[config.mk]
export PLATFORM = sky130hd
export DESIGN_NAME = mips_multicycle_control
export DESIGN_NICKNAME = d
export VERILOG_FILES = /design/src/rtl/mips_multicycle_control.sv
export SDC_FILE = /design/constraint.sdc
export NUM_CORES = 1
export LEC_CHECK = 0
export CORE_AREA = 2 2 83 85
export CTS_BUF_LIST = sky130_fd_sc_hd__clkbuf_2
export DETAILED_ROUTE_END_ITERATION = 6
export DIE_AREA = 0 0 85 87
export GPL_TIMING_DRIVEN = 0
export PLACE_DENSITY_LB_ADDON = 0.25
export REMOVE_ABC_BUFFERS = 1
export SKIP_CTS_REPAIR_TIMING = 1
export SLEW_MARGIN = 20
export SYNTH_ARGS = -nofsm -noshare
export SYNTH_HDL_FRONTEND = slang
export SYNTH_SLANG_ARGS = --single-unit
[constraint.sdc]
create_clock -name clk -period 3.5 [get_ports clk]
set_input_delay 1.05 -clock clk [delete_from_list [all_inputs] [get_ports clk]]
set_output_delay 1.05 -clock clk [all_outputs]
set_load 0.005 [all_outputs]
[src/rtl/mips_multicycle_control.sv]
`default_nettype none
// ============================================================================
// Module      : mips_multicycle_control
// Description : Multicycle control FSM for a load/store/R/I-type MIPS
//               datapath. Accepts instructions via valid/ready, latches them
//               into an IR, sequences FETCH/DECODE/EXEC/MEM/WB and produces
//               registered datapath control strobes plus a retire counter.
// Revision    : 1.0 - initial release
// ============================================================================
module mips_multicycle_control #(
  parameter int CNT_W = 16
) (
  input  logic             clk,
  input  logic             rst,          // asynchronous, active-low
  input  logic [31:0]      instruction,
  input  logic             instr_valid,
  output logic             instr_ready,
  output logic [31:0]      ir_out,
  output logic [3:0]       ALU_OP,
  output logic             RegWrite,
  output logic             MemRead,
  output logic             MemWrite,
  output logic             MemtoReg,
  output logic             ALUSrc,
  output logic             RegDst,
  output logic             pc_en,
  output logic             busy,
  output logic             illegal,
  output logic [CNT_W-1:0] retired
);

  typedef enum logic [2:0] {
    S_FETCH  = 3'd0,
    S_DECODE = 3'd1,
    S_EXEC   = 3'd2,
    S_MEM    = 3'd3,
    S_WB     = 3'd4
  } state_t;

  localparam logic [1:0] KIND_ALU = 2'd0;
  localparam logic [1:0] KIND_LW  = 2'd1;
  localparam logic [1:0] KIND_SW  = 2'd2;
  localparam logic [1:0] KIND_ILL = 2'd3;

  localparam logic [3:0] OP_AND = 4'b0000;
  localparam logic [3:0] OP_OR  = 4'b0001;
  localparam logic [3:0] OP_ADD = 4'b0010;
  localparam logic [3:0] OP_SUB = 4'b0110;
  localparam logic [3:0] OP_SLT = 4'b0111;

  // Decoded bundle layout: {kind[1:0], alu_op[3:0], alusrc, regdst}
  function automatic logic [7:0] decode(input logic [31:0] ins);
    logic [5:0] op;
    logic [5:0] funct;
    logic [7:0] d;
    op    = ins[31:26];
    funct = ins[5:0];
    d     = {KIND_ILL, 4'b0000, 1'b0, 1'b0};
    case (op)
      6'b000000: begin
        case (funct)
          6'b100000: d = {KIND_ALU, OP_ADD, 1'b0, 1'b1};
          6'b100010: d = {KIND_ALU, OP_SUB, 1'b0, 1'b1};
          6'b100100: d = {KIND_ALU, OP_AND, 1'b0, 1'b1};
          6'b100101: d = {KIND_ALU, OP_OR,  1'b0, 1'b1};
          6'b101010: d = {KIND_ALU, OP_SLT, 1'b0, 1'b1};
          default:   d = {KIND_ILL, 4'b0000, 1'b0, 1'b0};
        endcase
      end
      6'b001000: d = {KIND_ALU, OP_ADD, 1'b1, 1'b0};
      6'b001100: d = {KIND_ALU, OP_AND, 1'b1, 1'b0};
      6'b001101: d = {KIND_ALU, OP_OR,  1'b1, 1'b0};
      6'b100011: d = {KIND_LW,  OP_ADD, 1'b1, 1'b0};
      6'b101011: d = {KIND_SW,  OP_ADD, 1'b1, 1'b0};
      default:   d = {KIND_ILL, 4'b0000, 1'b0, 1'b0};
    endcase
    return d;
  endfunction

  state_t             state_q, state_d;
  logic [31:0]        ir_q, ir_d;
  logic [3:0]         alu_op_q, alu_op_d;
  logic               regwrite_q, regwrite_d;
  logic               memread_q, memread_d;
  logic               memwrite_q, memwrite_d;
  logic               memtoreg_q, memtoreg_d;
  logic               alusrc_q, alusrc_d;
  logic               regdst_q, regdst_d;
  logic               pc_en_q, pc_en_d;
  logic               illegal_q, illegal_d;
  logic [CNT_W-1:0]   retired_q, retired_d;

  logic [7:0]         ir_dec;
  logic [7:0]         in_dec;
  logic [1:0]         kind;
  logic               accept;
  logic               hold;

  // Decode of the latched IR (stable from DECODE through retirement) and of
  // the incoming word, so the illegal pulse can land in the DECODE cycle.
  always_comb begin
    ir_dec = decode(ir_q);
    in_dec = decode(instruction);
    kind   = ir_dec[7:6];
    accept = (state_q == S_FETCH) && instr_valid;
  end

  // Next-state and next-output logic; every output is computed against the
  // upcoming state so the registered strobes line up with that state.
  always_comb begin
    state_d = state_q;
    case (state_q)
      S_FETCH:  if (instr_valid) state_d = S_DECODE;
      S_DECODE: state_d = (kind == KIND_ILL) ? S_FETCH : S_EXEC;
      S_EXEC:   state_d = (kind == KIND_LW || kind == KIND_SW) ? S_MEM : S_WB;
      S_MEM:    state_d = (kind == KIND_LW) ? S_WB : S_FETCH;
      S_WB:     state_d = S_FETCH;
      default:  state_d = S_FETCH;
    endcase

    ir_d       = accept ? instruction : ir_q;
    illegal_d  = accept && (in_dec[7:6] == KIND_ILL);
    hold       = (state_d == S_EXEC) || (state_d == S_MEM) || (state_d == S_WB);
    alu_op_d   = hold ? ir_dec[5:2] : 4'b0000;
    alusrc_d   = hold && ir_dec[1];
    regdst_d   = hold && ir_dec[0];
    memtoreg_d = hold && (kind == KIND_LW);
    regwrite_d = (state_d == S_WB);
    memread_d  = (kind == KIND_LW) && ((state_d == S_MEM) || (state_d == S_WB));
    memwrite_d = (kind == KIND_SW) && (state_d == S_MEM);
    pc_en_d    = regwrite_d || memwrite_d;
    retired_d  = retired_q + CNT_W'(pc_en_d);
  end

  // State and output registers, cleared immediately on reset assertion.
  always_ff @(posedge clk or negedge rst) begin
    if (!rst) begin
      state_q    <= S_FETCH;
      ir_q       <= 32'd0;
      alu_op_q   <= 4'b0000;
      regwrite_q <= 1'b0;
      memread_q  <= 1'b0;
      memwrite_q <= 1'b0;
      memtoreg_q <= 1'b0;
      alusrc_q   <= 1'b0;
      regdst_q   <= 1'b0;
      pc_en_q    <= 1'b0;
      illegal_q  <= 1'b0;
      retired_q  <= '0;
    end else begin
      state_q    <= state_d;
      ir_q       <= ir_d;
      alu_op_q   <= alu_op_d;
      regwrite_q <= regwrite_d;
      memread_q  <= memread_d;
      memwrite_q <= memwrite_d;
      memtoreg_q <= memtoreg_d;
      alusrc_q   <= alusrc_d;
      regdst_q   <= regdst_d;
      pc_en_q    <= pc_en_d;
      illegal_q  <= illegal_d;
      retired_q  <= retired_d;
    end
  end

  assign instr_ready = (state_q == S_FETCH);
  assign busy        = (state_q != S_FETCH);
  assign ir_out      = ir_q;
  assign ALU_OP      = alu_op_q;
  assign RegWrite    = regwrite_q;
  assign MemRead     = memread_q;
  assign MemWrite    = memwrite_q;
  assign MemtoReg    = memtoreg_q;
  assign ALUSrc      = alusrc_q;
  assign RegDst      = regdst_q;
  assign pc_en       = pc_en_q;
  assign illegal     = illegal_q;
  assign retired     = retired_q;

endmodule
`default_nettype wire

==> impl_results.md, run 1 <==
- Outcome: completed
- Post-synth EDFFs: 0
- Ratio of cells with drive above 1 in the final layout: 0.209
- Clk slew on worst S/H paths: 190 ps
- Fin crit period: 3390 ps
- CP Launch Point: ir_out[27]$_DFFE_PN0P_
- Core Util, Final: 0.609
- Vias in the first global route: 1995
- Num CTS Buffers: 9
- Worst-case clock skew: 16.2 ps
- Lkg Pwr: 1.67 nW
- Post-synth top area share: 0.579
- CP endpoint: retired[8]$_DFF_PN0_
- FF-to-FF Start: ir_out[27]$_DFFE_PN0P_
- Initial antenna violation count: 0
- Max Fanout on Critical Path: 4
- Synth warnings: 0
- Seq cells post-synth: 62
- Top_reg_cell synth: dfrtp_1
- GRT Overall Usage: 0.165
- WP data required: 3900 ps
- DP HPWL: 4.25 mm
- Pwr dens: 718 nW/um^2
- Die Y: 87 um
- Initial core utilization: 0.408
- Setup TNS: 0 ps
- FF-to-FF End: retired[8]$_DFF_PN0_
- Max Freq: 0.295 GHz
- DIE AREA: 7400 sq um
- GPL Wtd Cong: 0.817
- VDD IR max: 429 uV
- Largest net degree at the start of global routing: 34
- Via/cell ratio: 5.00
- Crit Path Class: register to register
- Worst path cell trace: or4b_4 > a2111oi_4 > a211oi_2 > a21o_1 > ha_4 > nor2b_4 > and3b_1 > or2_4 > ha_4 > ha_4 > and3_4 > nand3_1 > xnor2_1
- Reg2Reg Depth: 13
- DR iter-0 viols: 93
- Finish-stage setup viols: 0
- Ys async rst share: 1.00
- Core ar.: 6570 sq um
- Leading post-synthesis cells by cell area: dfrtp_1 58%, mux2_2 9.7%, xnor2_1 3.3%
- R2R setup slack: 110 ps
- Cell Area, Synth: 2680 sq um
- Synth area leader: dfrtp_1
- Worst-skew pair later-pin latency: 460 ps
- Total gr overflow: 0
- Final ANT Viol Nets: 0
- Vias: 2001
- Fin. Hold Viols: 0
- Post-synthesis cell type count: 45
- Total routed wirelength: 5.95 mm
- Row count: 30
- Max-slew violation count: 0
- # fillers: 532
- Final Instance Area: 4000 sq um
- Diode count: 0
- CP arrival: 3790 ps
- Boundary pin count: 97
- Total Power: 2.87 mW
- Final nets: 355
- Avg Cell Area, Syn: 12.9 sq um
- Average routed wire per standard cell: 14.9 um
- P&R area growth vs syn: 49.3%
- Post-Synthesis Cells: 207
- Worst Setup End Kind: register
- Cell Area, Placed: 3730 sq um
- Slowest cell on the critical path: or4b_4
- CTS root buffer: clkbuf_2
- Die width: 85 um
- CP startpoint kind: register
- Fin crit share: 0.968
- CTS tree: yes
- Clock sinks: 62
- Delay of the slowest cell on the worst path: 560 ps
- Max capacitance violation total: 0
- Bufs on Longest Clock Path: 2
- Port bufs: 95
- CP most frequent cell: ha_4
- Post-synthesis sequential area ratio: 0.579
- First-pass GRT wire length: 9.40 mm
- Drt pass-1 iters: 4
- Drt drc: 0
- Tightest Hold Check Type: primary input to asynchronous set/reset pin
- H-tree levels: 3
## critical path: cells and delay by family, from the launching register on
family | cells | cell delay (ps)
simple gates | 6 | 1380
fa+ha+maj | 3 | 640
flops | 1 | 430
xor+xnor | 1 | 120
compound gates | 3 | 750
## worst min-delay path by stage
stage	start	end	slack, ps	cells after the start
floorplan	state_q[2]$_DFF_PN0_	state_q[1]$_DFF_PN0_	460	1
global placement	retired[15]$_DFF_PN0_	retired[15]$_DFF_PN0_	450	1
detailed placement	retired[15]$_DFF_PN0_	retired[15]$_DFF_PN0_	470	1
CTS	rst	ir_out[18]$_DFFE_PN0P_	440	1
global route	rst	ir_out[12]$_DFFE_PN0P_	450	1
finish	rst	ir_out[10]$_DFFE_PN0P_	480	1
## cell usage in the layout, fill, tap and decap left out, drive strengths merged, types with 3 or more instances in the layout
cell	n
xnor2	10
clkinv	3
and3	5
mux2	30
dfrtp	62
a21o	3
ha	5
nand2	7
a21oi	4
nor3	5
clkbuf	9
nor2	12
nor2b	3
inv	5
xor2	4
nand3	8
clkdlybuf4s50	94
buf	9
nand4	5
## where the power goes
part	switching (mW)	internal, mW	leakage [nW]
registers	0.205	0.946	0.787
clock network	0.264	0.231	0.0753
logic	0.425	0.798	0.805
total	0.894	1.98	1.67
## per-stage QoR
| stage | worst slack [ps] | hold slack (ps) | cells |
|---|---|---|---|
| 3_3_place_gp | -646 | 454 | 376 |
| 5_1_grt | -14.9 | 454 | 400 |
| 2_1_floorplan | 89.3 | 464 | 201 |
| 6_report | 113 | 481 | 400 |
| 3_5_place_dp | -208 | 469 | 378 |
| 4_1_cts | -266 | 439 | 394 |
## cells in the mapped netlist, types with 2 or more instances
master     n
a21o_1     3
a21oi_1    4
a22oi_1    2
and2_1     2
and3_1     5
and3b_1    2
buf_2      2
buf_4      3
dfrtp_1   62
ha_1       5
inv_1      5
mux2_1     7
mux2_2    23
mux2i_1    2
nand2_1    7
nand2b_1   2
nand3_1    8
nand4_1    5
nand4b_1   2
nor2_1    12
nor2b_1    3
nor3_1     3
nor3_2     2
o21ai_0    2
or3_1      2
xnor2_1   10
xor2_1     4
## final cells by class
cell class / instances / area (sq um) / share of cell area
repair buffers: 103 / 1030 / 0.259
multi-input cells: 134 / 1160 / 0.290
inverters: 5 / 18.8 / 0.00469
well taps: 80 / 100 / 0.0250
clock inverters: 7 / 88.8 / 0.0222
flip-flops and latches: 62 / 1550 / 0.388
clock buffers: 9 / 45.0 / 0.0113
## layer usage
layer  up-vias  global-route usage  share of wire
li1        958                   -              -
met3        11              0.0607          0.080
met1       961               0.208           0.45
met2        71               0.254           0.45
met5         -                   0              0
met4         0              0.0794          0.020
## kinds of logic (layout without fill, tap and decap cells)
group,after synthesis,after routing,share of synthesized area
AND/OR/NAND/NOR,64,64,0.141
flip-flops,62,62,0.579
multiplexers,32,32,0.134
AO/OA/AOI/OAI,18,18,0.0547
XOR/XNOR,14,14,0.0458
buffers and inverters,11,124,0.0206
adder cells (fa/ha/maj),5,5,0.0234
other,1,1,0.00140
## registers in the layout, indices dropped and copies added (netlist names)
signal,flops
ALUSrc,1
state_q,3
MemRead,1
retired,16
pc_en,1
MemtoReg,1
MemWrite,1
RegWrite,1
ir_out,32
illegal,1
ALU_OP,3
RegDst,1
Note: power is estimated with default switching activity, not from simulation.
==> run 2, diff against run 1 <==
--- a/config.mk
+++ b/config.mk
@@ -10,6 +10,7 @@
 export DETAILED_ROUTE_END_ITERATION = 6
 export DIE_AREA = 0 0 85 87
 export GPL_TIMING_DRIVEN = 0
+export MAX_ROUTING_LAYER = met4
 export PLACE_DENSITY_LB_ADDON = 0.25
 export REMOVE_ABC_BUFFERS = 1
 export SKIP_CTS_REPAIR_TIMING = 1
==> run 2 against run 1 <==
Against the previous run:
- sequential share of layout area unchanged
- largest power group unchanged
- combinational power is essentially flat
- die area unchanged
- core utilization unchanged
- global-route usage is 0.51 points higher
- maximum frequency barely moved
- clock skew shrank 0.68 ps
- sequential power about the same
- design area did not move
- setup slack improved by 2.1 ps
- count of clock-buffer cells in the layout unchanged
==> impl_results.md, run 2 (synthesis results as in run 1) <==
- CP startpoint kind: register
- Worst slack, placed: -208 ps
- Worst Setup End Kind: register
- Worst setup margin: 115 ps
- Drt drc: 0
- Setup TNS: 0 ps
- VDD IR max: 430 uV
- Max capacitance violation total: 0
- Diode count: 0
- Num CTS Buffers: 9
- Total routed wirelength: 5.97 mm
- Final Instance Area: 4000 sq um
- Total Power: 2.87 mW
- Fin. Hold Viols: 0
- Worst-case clock skew: 15.5 ps
- Pwr dens: 718 nW/um^2
- Commonest cells after routing, fill and taps aside: 94 x clkdlybuf4s50_1, 61 x dfrtp_1, 23 x mux2_2
- Initial antenna violation count: 0
- Worst-skew pair later-pin latency: 470 ps
- Core ar.: 6570 sq um
- Ratio of cells with drive above 1 in the final layout: 0.209
- Via/cell ratio: 5.02
- FF-to-FF End: retired[12]$_DFF_PN0_
- FF-to-FF Start: ir_out[27]$_DFFE_PN0P_
- Commonest non-fill, non-tap cell in the layout: clkdlybuf4s50_1
- Max Fanout on Critical Path: 4
- CP arrival: 3760 ps
- GRT Overall Usage: 0.170
- Delay of the slowest cell on the worst path: 560 ps
- Min Hold Slack: 477 ps
- Clk slew on worst S/H paths: 190 ps
- Max FFs per register: 32
- Fin crit period: 3380 ps
- Die Y: 87 um
- R2R setup slack: 120 ps
- Total gr overflow: 0
- GPL Wtd Cong: 0.829
- Crit Path Class: register to register
- Max Freq: 0.295 GHz
- Drt pass-1 iters: 4
- P&R area growth vs syn: 49.3%
- Max-slew violation count: 0
- DR iter-0 viols: 98
- DIE AREA: 7400 sq um
- Tightest Hold Check Type: primary input to asynchronous set/reset pin
- Bufs on Longest Clock Path: 2
- Row count: 30
- H-tree levels: 3
- Vias: 2006
- Worst path cell trace: or4b_4 > a2111oi_4 > a211oi_2 > a21o_1 > ha_4 > nor2b_4 > and3b_1 > or2_4 > ha_4 > ha_4 > nand3_1 > nor2_1 > xor2_1
- Die width: 85 um
- DP HPWL: 4.25 mm
- Initial core utilization: 0.408
- Lkg Pwr: 1.67 nW
- CP delay by family, top: simple AND/OR/NAND/NOR gates
- Buffer and inverter count on the worst path: 0
- Clock sinks: 62
- Finish-stage setup viols: 0
- CTS tree: yes
- Area of the multi-input gates: 1160 sq um
- Largest net degree at the start of global routing: 34
- CP most frequent cell: ha_4
- # fillers: 532
- Port bufs: 95
- Reg2Reg Depth: 13
- Boundary pin count: 97
- Average routed wire per standard cell: 14.9 um
- Final ANT Viol Nets: 0
- WP data required: 3870 ps
- Final nets: 355
- Slowest cell on the critical path: or4b_4
- Reg area: 1550 sq um
- Outcome: completed
- Vias in the first global route: 1992
- First-pass GRT wire length: 9.40 mm
- CTS root buffer: clkbuf_2
- Fin crit share: 0.967
- Cell Area, Placed: 3730 sq um
run 2: stage by stage:
step | cells | utilization
detailed placement | 378 | 0.568
CTS | 394 | 0.588
floorplan | 201 | -
global placement | 376 | 0.562
finish | 400 | 0.609
global route | 400 | 0.609
run 2: worst register-to-register path, delay by kind of cell (launching register included):
family / cells / cell delay [ps]
AO/OA/AOI/OAI: 3 / 750
flip-flops: 1 / 430
adder cells (fa/ha/maj): 3 / 650
XOR/XNOR: 1 / 140
AND/OR/NAND/NOR: 6 / 1340
run 2: how the worst max path moves through the flow:
| stage | start | to | slack, ps | cells after the start |
|---|---|---|---|---|
| 5_1_grt | ir_out[27]$_DFFE_PN0P_ | retired[10]$_DFF_PN0_ | -10 | 13 |
| 6_report | ir_out[27]$_DFFE_PN0P_ | retired[12]$_DFF_PN0_ | 120 | 13 |
| 3_3_place_gp | rst | illegal$_DFF_PN0_ | -650 | 1 |
| 3_5_place_dp | ir_out[31]$_DFFE_PN0P_ | retired[13]$_DFF_PN0_ | -210 | 13 |
| 4_1_cts | ir_out[31]$_DFFE_PN0P_ | retired[13]$_DFF_PN0_ | -270 | 13 |
| 2_1_floorplan | ir_out[31]$_DFFE_PN0P_ | retired[8]$_DFF_PN0_ | 90 | 13 |
run 2: report_power, final:
group	switching (mW)	internal, mW	total [mW]
registers	0.206	0.946	1.15
logic	0.427	0.798	1.23
clock network	0.263	0.231	0.495
run 2: area by class of cell:
type                    count  share of cell area
flip-flops and latches     62               0.388
repair buffers            103               0.259
multi-input cells         134               0.290
well taps                  80              0.0250
clock buffers               9              0.0113
inverters                   5             0.00469
clock inverters             7              0.0222
run 2: per-layer routing:
layer,wire (um),GRT usage,up-vias
met5,0,-,-
met4,119,0.0794,0
met3,382,0.0474,11
met2,2680,0.254,72
met1,2780,0.217,966
li1,-,-,957
